**src/rtl/timer_period_arbiter.sv**
```systemverilog
// Two-port round-robin arbiter that loads a requested period into a timer and restarts it.
// Optional define TIMER_ARB_TICK_COUNT_EN adds tick_count_o, the expiries counted since the last load.
module timer_period_arbiter #(
  parameter int WIDTH         = 32,
  parameter int MIN_COUNT     = 5,
  parameter int DEFAULT_COUNT = 100000000
) (
  input  logic             clk_i,
  input  logic             rst_i,
  input  logic [WIDTH-1:0] a_period_i,
  input  logic [WIDTH-1:0] b_period_i,
  input  logic             a_req_i,
  input  logic             b_req_i,
  output logic             a_ack_o,
  output logic             b_ack_o,
  output logic             a_clamped_o,
  output logic             b_clamped_o,
  output logic [WIDTH-1:0] max_count_o,
  output logic             max_count_wr_o,
  output logic             timer_rst_o,
  input  logic             count_reached_i,
  output logic             busy_o,
`ifdef TIMER_ARB_TICK_COUNT_EN
  output logic [31:0]      tick_count_o,
`endif
  output logic [WIDTH-1:0] active_period_o
);

  localparam logic [WIDTH-1:0] MinVal = WIDTH'(MIN_COUNT);
  localparam logic [WIDTH-1:0] DefVal = WIDTH'(DEFAULT_COUNT);

  typedef enum logic [2:0] {IDLE, LOAD, RESTART, SETTLE0, SETTLE1, ACK} state_t;

  state_t           state_q, state_d;
  logic             grant, grant_b;
  logic             rr_b_q;    // 1: B wins the next contested grant
  logic             gnt_b_q;   // port owning the transaction in flight
  logic             clamped_q;
  logic [WIDTH-1:0] req_period;
  logic [WIDTH-1:0] period_q, active_q;

  assign req_period = grant_b ? b_period_i : a_period_i;

  // NOTE: sequential state uses non-blocking assignments so every register
  // samples pre-edge values; combinational blocks use blocking assignments.
  always_ff @(posedge clk_i) begin
    if (rst_i) state_q <= IDLE;
    else       state_q <= state_d;
  end

  // NOTE: every output of this block gets a default first, so no path can
  // leave a signal unassigned and infer a latch.
  always_comb begin
    state_d         = state_q;
    grant           = 1'b0;
    grant_b         = 1'b0;
    a_ack_o         = 1'b0;
    b_ack_o         = 1'b0;
    a_clamped_o     = 1'b0;
    b_clamped_o     = 1'b0;
    max_count_wr_o  = 1'b0;
    timer_rst_o     = rst_i;
    busy_o          = 1'b0;
    max_count_o     = rst_i ? DefVal : period_q;
    active_period_o = rst_i ? DefVal : active_q;
    if (!rst_i) begin
      busy_o = (state_q != IDLE);
      unique case (state_q)
        IDLE: begin
          if (a_req_i || b_req_i) begin
            grant   = 1'b1;
            grant_b = b_req_i && (!a_req_i || rr_b_q);
            state_d = LOAD;
          end
        end
        LOAD: begin
          max_count_wr_o = 1'b1;
          state_d        = RESTART;
        end
        RESTART: begin
          timer_rst_o = 1'b1;
          state_d     = SETTLE0;
        end
        SETTLE0: state_d = SETTLE1;
        SETTLE1: state_d = ACK;
        ACK: begin
          a_ack_o     = !gnt_b_q;
          b_ack_o     = gnt_b_q;
          a_clamped_o = !gnt_b_q && clamped_q;
          b_clamped_o = gnt_b_q && clamped_q;
          state_d     = IDLE;
        end
        default: state_d = IDLE;
      endcase
    end
  end

  // Capture happens on the grant edge, so later period_i changes cannot leak in.
  always_ff @(posedge clk_i) begin
    if (rst_i) begin
      rr_b_q    <= 1'b0;
      gnt_b_q   <= 1'b0;
      clamped_q <= 1'b0;
      period_q  <= DefVal;
      active_q  <= DefVal;
    end else begin
      if (grant) begin
        gnt_b_q   <= grant_b;
        rr_b_q    <= !grant_b;
        clamped_q <= (req_period < MinVal);
        period_q  <= (req_period < MinVal) ? MinVal : req_period;
      end
      if (state_q == SETTLE1) active_q <= period_q;
    end
  end

`ifdef TIMER_ARB_TICK_COUNT_EN
  logic [31:0] tick_q;

  always_ff @(posedge clk_i) begin
    if (rst_i)                                   tick_q <= '0;
    else if (state_q == LOAD)                    tick_q <= '0;
    else if (count_reached_i && state_q == IDLE) tick_q <= tick_q + 32'd1;
  end

  assign tick_count_o = rst_i ? 32'd0 : tick_q;
`else
  logic unused_count_reached;
  assign unused_count_reached = count_reached_i;
`endif

endmodule

```
**config.mk**
```make
export PLATFORM = sky130hd
export DESIGN_NAME = timer_period_arbiter
export DESIGN_NICKNAME = d
export VERILOG_FILES = /design/src/rtl/timer_period_arbiter.sv
export SDC_FILE = /design/constraint.sdc
export NUM_CORES = 1
export LEC_CHECK = 0
export ABC_CLOCK_PERIOD_IN_PS = 4500
export CORE_UTILIZATION = 25
export CTS_BUF_LIST = sky130_fd_sc_hd__clkbuf_16
export DETAILED_ROUTE_END_ITERATION = 10
export PLACE_DENSITY = 0.5
export REMOVE_ABC_BUFFERS = 1
export SYNTH_ARGS = -nofsm -noshare
export SYNTH_HDL_FRONTEND = slang
export SYNTH_SLANG_ARGS = --single-unit
```
**constraint.sdc**
```tcl
create_clock -name clk_i -period 4.5 [get_ports clk_i]
set_input_delay 0.9 -clock clk_i [delete_from_list [all_inputs] [get_ports clk_i]]
set_output_delay 0.9 -clock clk_i [all_outputs]
set_load 0.02 [all_outputs]
```
# Word-level counts from Yosys, hierarchy flattened
# Cells that the tools add are included.
# classes
n_lt_le_gt_ge	1
muxes	25
n_reduce_logical	10
eq_ne	6
# op_table
op	count
32-bit two-way mux	4
32-bit by 3-bit < comparator with 1-bit output, second input constant	1
1-bit two-way mux	19
3-bit one-hot mux with 5 select lines	1
3-bit by 2-bit equality test with 1-bit output, second input constant	2
3-bit equality test, second input constant	2
3-bit by 1-bit equality test with 1-bit output, second input constant	1
1-bit logical AND	3
1-bit zero test	3
3-bit zero test	1
3-bit two-way mux	1
3-bit nonzero test	1
1-bit logical OR	2
2-bit != test, second input constant	1
# totals
in_bits	69
regBits	70
output_inout_bits	71
wordCells	48

# Depth between registers and ports, before layout
# logic_depth
word_depth	9
mapped_depth	7
mapped_depth_nobuf	4

# Least setup slack after synthesis
# Ideal clock, no wire load.
# synth_timing
path_type	input to output
startpoint	in rst_i
endpoint	out max_count_wr_o
path_slack_ns	1.614
n_path_buf	3
path_stages	4
required_time_ns	3.600
arrival_ns	1.986
cell_sequence	clkbuf_1 > clkbuf_1 > buf_1 > nor3_1
# synth_via
elab_chain_cells	1
# synth_lines
element	line	source
from (decl)	9	input logic rst_i,
1-bit two-way mux	66	if (!rst_i) begin
to (decl)	19	output logic max_count_wr_o,
# No other way between the ends.

# Final worst setup path
# layout_timing
startpoint	in rst_i
endpoint	out b_clamped_o
# layout_via
elab_chain_cells	1
# layout_lines
element	line	source
1-bit two-way mux	66	
to (decl)	17	output logic b_clamped_o,
# No other way between the ends.

==> impl_metrics.toml <==
[grt]
grt_pass1_wl_um = 15700
grt_util_all_layers_pct = 15.47
grt_pass1_vias = 3024
overflow = 0
antenna_found_initial = 0
grt_max_degree = 93

[pwr]
power.density_nw_per_um2 = 342.6
power.switching_mw = 0.4762
p_clk_share_pct = 40.1
p_comb_share_pct = 19.7
seq_power_share_pct = 40.3
ir_worst_vdd_v = 0.0001695
intPower_mw = 1.267
finalPower_mw = 1.743
power_leakage_nw = 1.844
swShare_pct = 27.32

[floorplan]
die_y_um = 116.1
initial_core_util_pct = 25.70
die_width_um = 116.1
dieArea_sq_um = 13490
core-area_sq_um = 12670
ios = 140
fp-row-count = 41

[layout]
stdcell_count = 712
num-fill-cells = 1352
nets = 604
drive_gt1_share_pct = 10.00
final_core_util_pct = 40.16
antennaDiodeCount = 0
syn_to_final_growth_pct = 56.24

[synthesis]
syn-cell-area_sq_um = 3257
synth_commonest_cells = "86 x nand2_1, 70 x dfxtp_1, 44 x nor2b_1"
synth.most_common_cell = "nand2_1"
ys_ff_latch = 70
synth_largest_area_cell = "dfxtp_1"
async_flop_share_pct = 0
synth_area_per_cell_sq_um = 7.905
yosysWarnings = 0
syn_inst = 412
netlist.area_leader.share_pct = 43.03
ys_seq_area_share_pct = 43.03
ys_types = 36
synth.area.top_cells = "dfxtp_1 43%, nand2_1 9.9%, nor2b_1 8.5%"
synth_edf_count = 0
synthFlopType = "dfxtp_1"

[clock_network]
ctsRootBufferMaster = "clkbuf_16"
cts.sinks = 70
cts_setup_buffers = 0
htreeDepth = 3
cts_buffers = 9
holdBufCountCts = 0
cts_tree = "built"
insertion_delay_ns = 0.33
clk_path_buf_depth = 2
clk_pin_slew_ns = 0.06
cts_resized = 0

[placement]
numPortBuffers = 138
placed_cells = 696
dp_hpwl_um = 7320
place.gp.congestion = 0.8296

[critical_path]
cp_max_fo = 92
timing.rr.end = "clamped_q"
crit-reg2reg-launch = "state_q[2]"
rr_worst_depth = 5
critPathKind = "in2out"
regToRegSetupSlack_ns = 1.90
setup.worst_path.start_class = "input port"
cp.arrival_ns = 2.53
cp.required_ns = 3.60
crit_path_end_kind = "output pin"

[sta]
hold_viol = 0
finClkSkew_ns = 0.009223
max_freq_mhz = 291.5
setup_tns_ns = 0
rsz0062_at_grt = "false"
min_period_ns = 3.431
slew_headroom_pct = 30.47
hold_ws_ns = 0.4375
setup_viol = 0
post-route-period-util_pct = 76.23
drv_slew = 0
worstMarginPinSlew_ns = 1.042

[worst_hold_path]
min_from = "period_q[13]"
holdCritPathClass = "reg2reg"
hold_end = "active_q[13]"
whs_path_depth = 2

[outcome]
status = "complete, no violations"

[route]
drt-total-wl_um = 10530
drtIter0Drc = 137
via_per_inst = 4.694
vias = 3342
firstDrtPassIters = 4
wire_per_inst_um = 14.79
drc = 0
postRouteAntennaNets = 0

[flow_run]
cap_violations = 0
==> power groups by stage <==
stage	Sequential (mW)	Combinational, mW	Clock, mW
after floorplan	0.707	0.169	0
after global placement	0.714	0.344	0
after detailed placement	0.715	0.345	0
after CTS	0.702	0.346	0.718
after global routing	0.709	0.372	0.741
final	0.702	0.343	0.699
==> routing by layer <==
metal	wire [um]	vias to the layer above	GRT usage, %	share of wire (%)
met1	4765	1565	19.27	45
met5	0	-	0	0
met2	5086	91	26.19	48
met4	187	0	6.154	1.8
met3	494	14	3.114	4.7
li1	-	1672	-	-
==> critical path, stage by stage <==
cell	delay (ns)
buf_4	0.63
nor3b_1	0.19
and3_1	0.23
clkdlybuf4s50_1	0.53
==> layout make-up <==
type / count / area [sq um] / area share (%)
inverter: 2 / 7.507 / 0.1475
timing repair buffer: 145 / 1431 / 28.13
clock inverter: 7 / 65.06 / 1.279
sequential: 70 / 1401 / 27.54
multi-input combinational: 307 / 1743 / 34.25
clock buffer: 9 / 225.2 / 4.426
tap: 172 / 215.2 / 4.229
==> kinds of logic (layout without fill, tap and decap cells) <==
| group | count (synthesis) | after routing | share of synthesized area, % |
|---|---|---|---|
| and+or+nand+nor | 230 | 230 | 34.81 |
| AOI/OAI and AO/OA | 76 | 76 | 17.75 |
| DFF | 70 | 70 | 43.03 |
| buffers and inverters | 35 | 163 | 4.072 |
| muxes | 1 | 1 | 0.3457 |
==> per-stage QoR <==
stage          setup WS, ns  instance area, sq um
2_1_floorplan        0.7416                  3132
3_3_place_gp         0.9849                  4798
3_5_place_dp         0.9769                  4798
4_1_cts               1.056                  5089
5_1_grt              0.8903                  5089
6_report              1.069                  5089
==> sequential cells by signal, indices dropped and copies added, names as in the netlist <==
signal	flops
rr_b_q	1
clamped_q	1
gnt_b_q	1
state_q	3
active_q	32
period_q	32
==> how the worst max path moves through the flow <==
stage	from	end	slack (ns)	cells after the start
floorplan	b_req_i	period_q[1]	0.74	4
finish	rst_i	b_clamped_o	1.07	4
detailed placement	b_req_i	period_q[1]	0.98	6
global placement	b_req_i	period_q[1]	0.98	6
global route	rst_i	a_clamped_o	0.89	5
CTS	rst_i	b_clamped_o	1.06	4
==> cells in the final DEF (no fill, tap or decap), types with 3 or more instances in the layout <==
cell | Yosys | routed
nor2_1 | 40 | 39
nand2b_1 | 3 | 3
nand2_1 | 86 | 86
clkdlybuf4s50_1 | 0 | 137
a21oi_1 | 12 | 12
buf_4 | 0 | 8
dfxtp_1 | 70 | 70
clkinvlp_4 | 0 | 3
a31oi_1 | 14 | 14
nor2b_1 | 44 | 43
or2_2 | 24 | 24
o22a_1 | 20 | 20
clkbuf_16 | 0 | 9
o21ai_0 | 3 | 3
nor4_1 | 13 | 13
nor3_1 | 5 | 4
a311oi_1 | 17 | 17
Power figures use the tool's default switching activity.
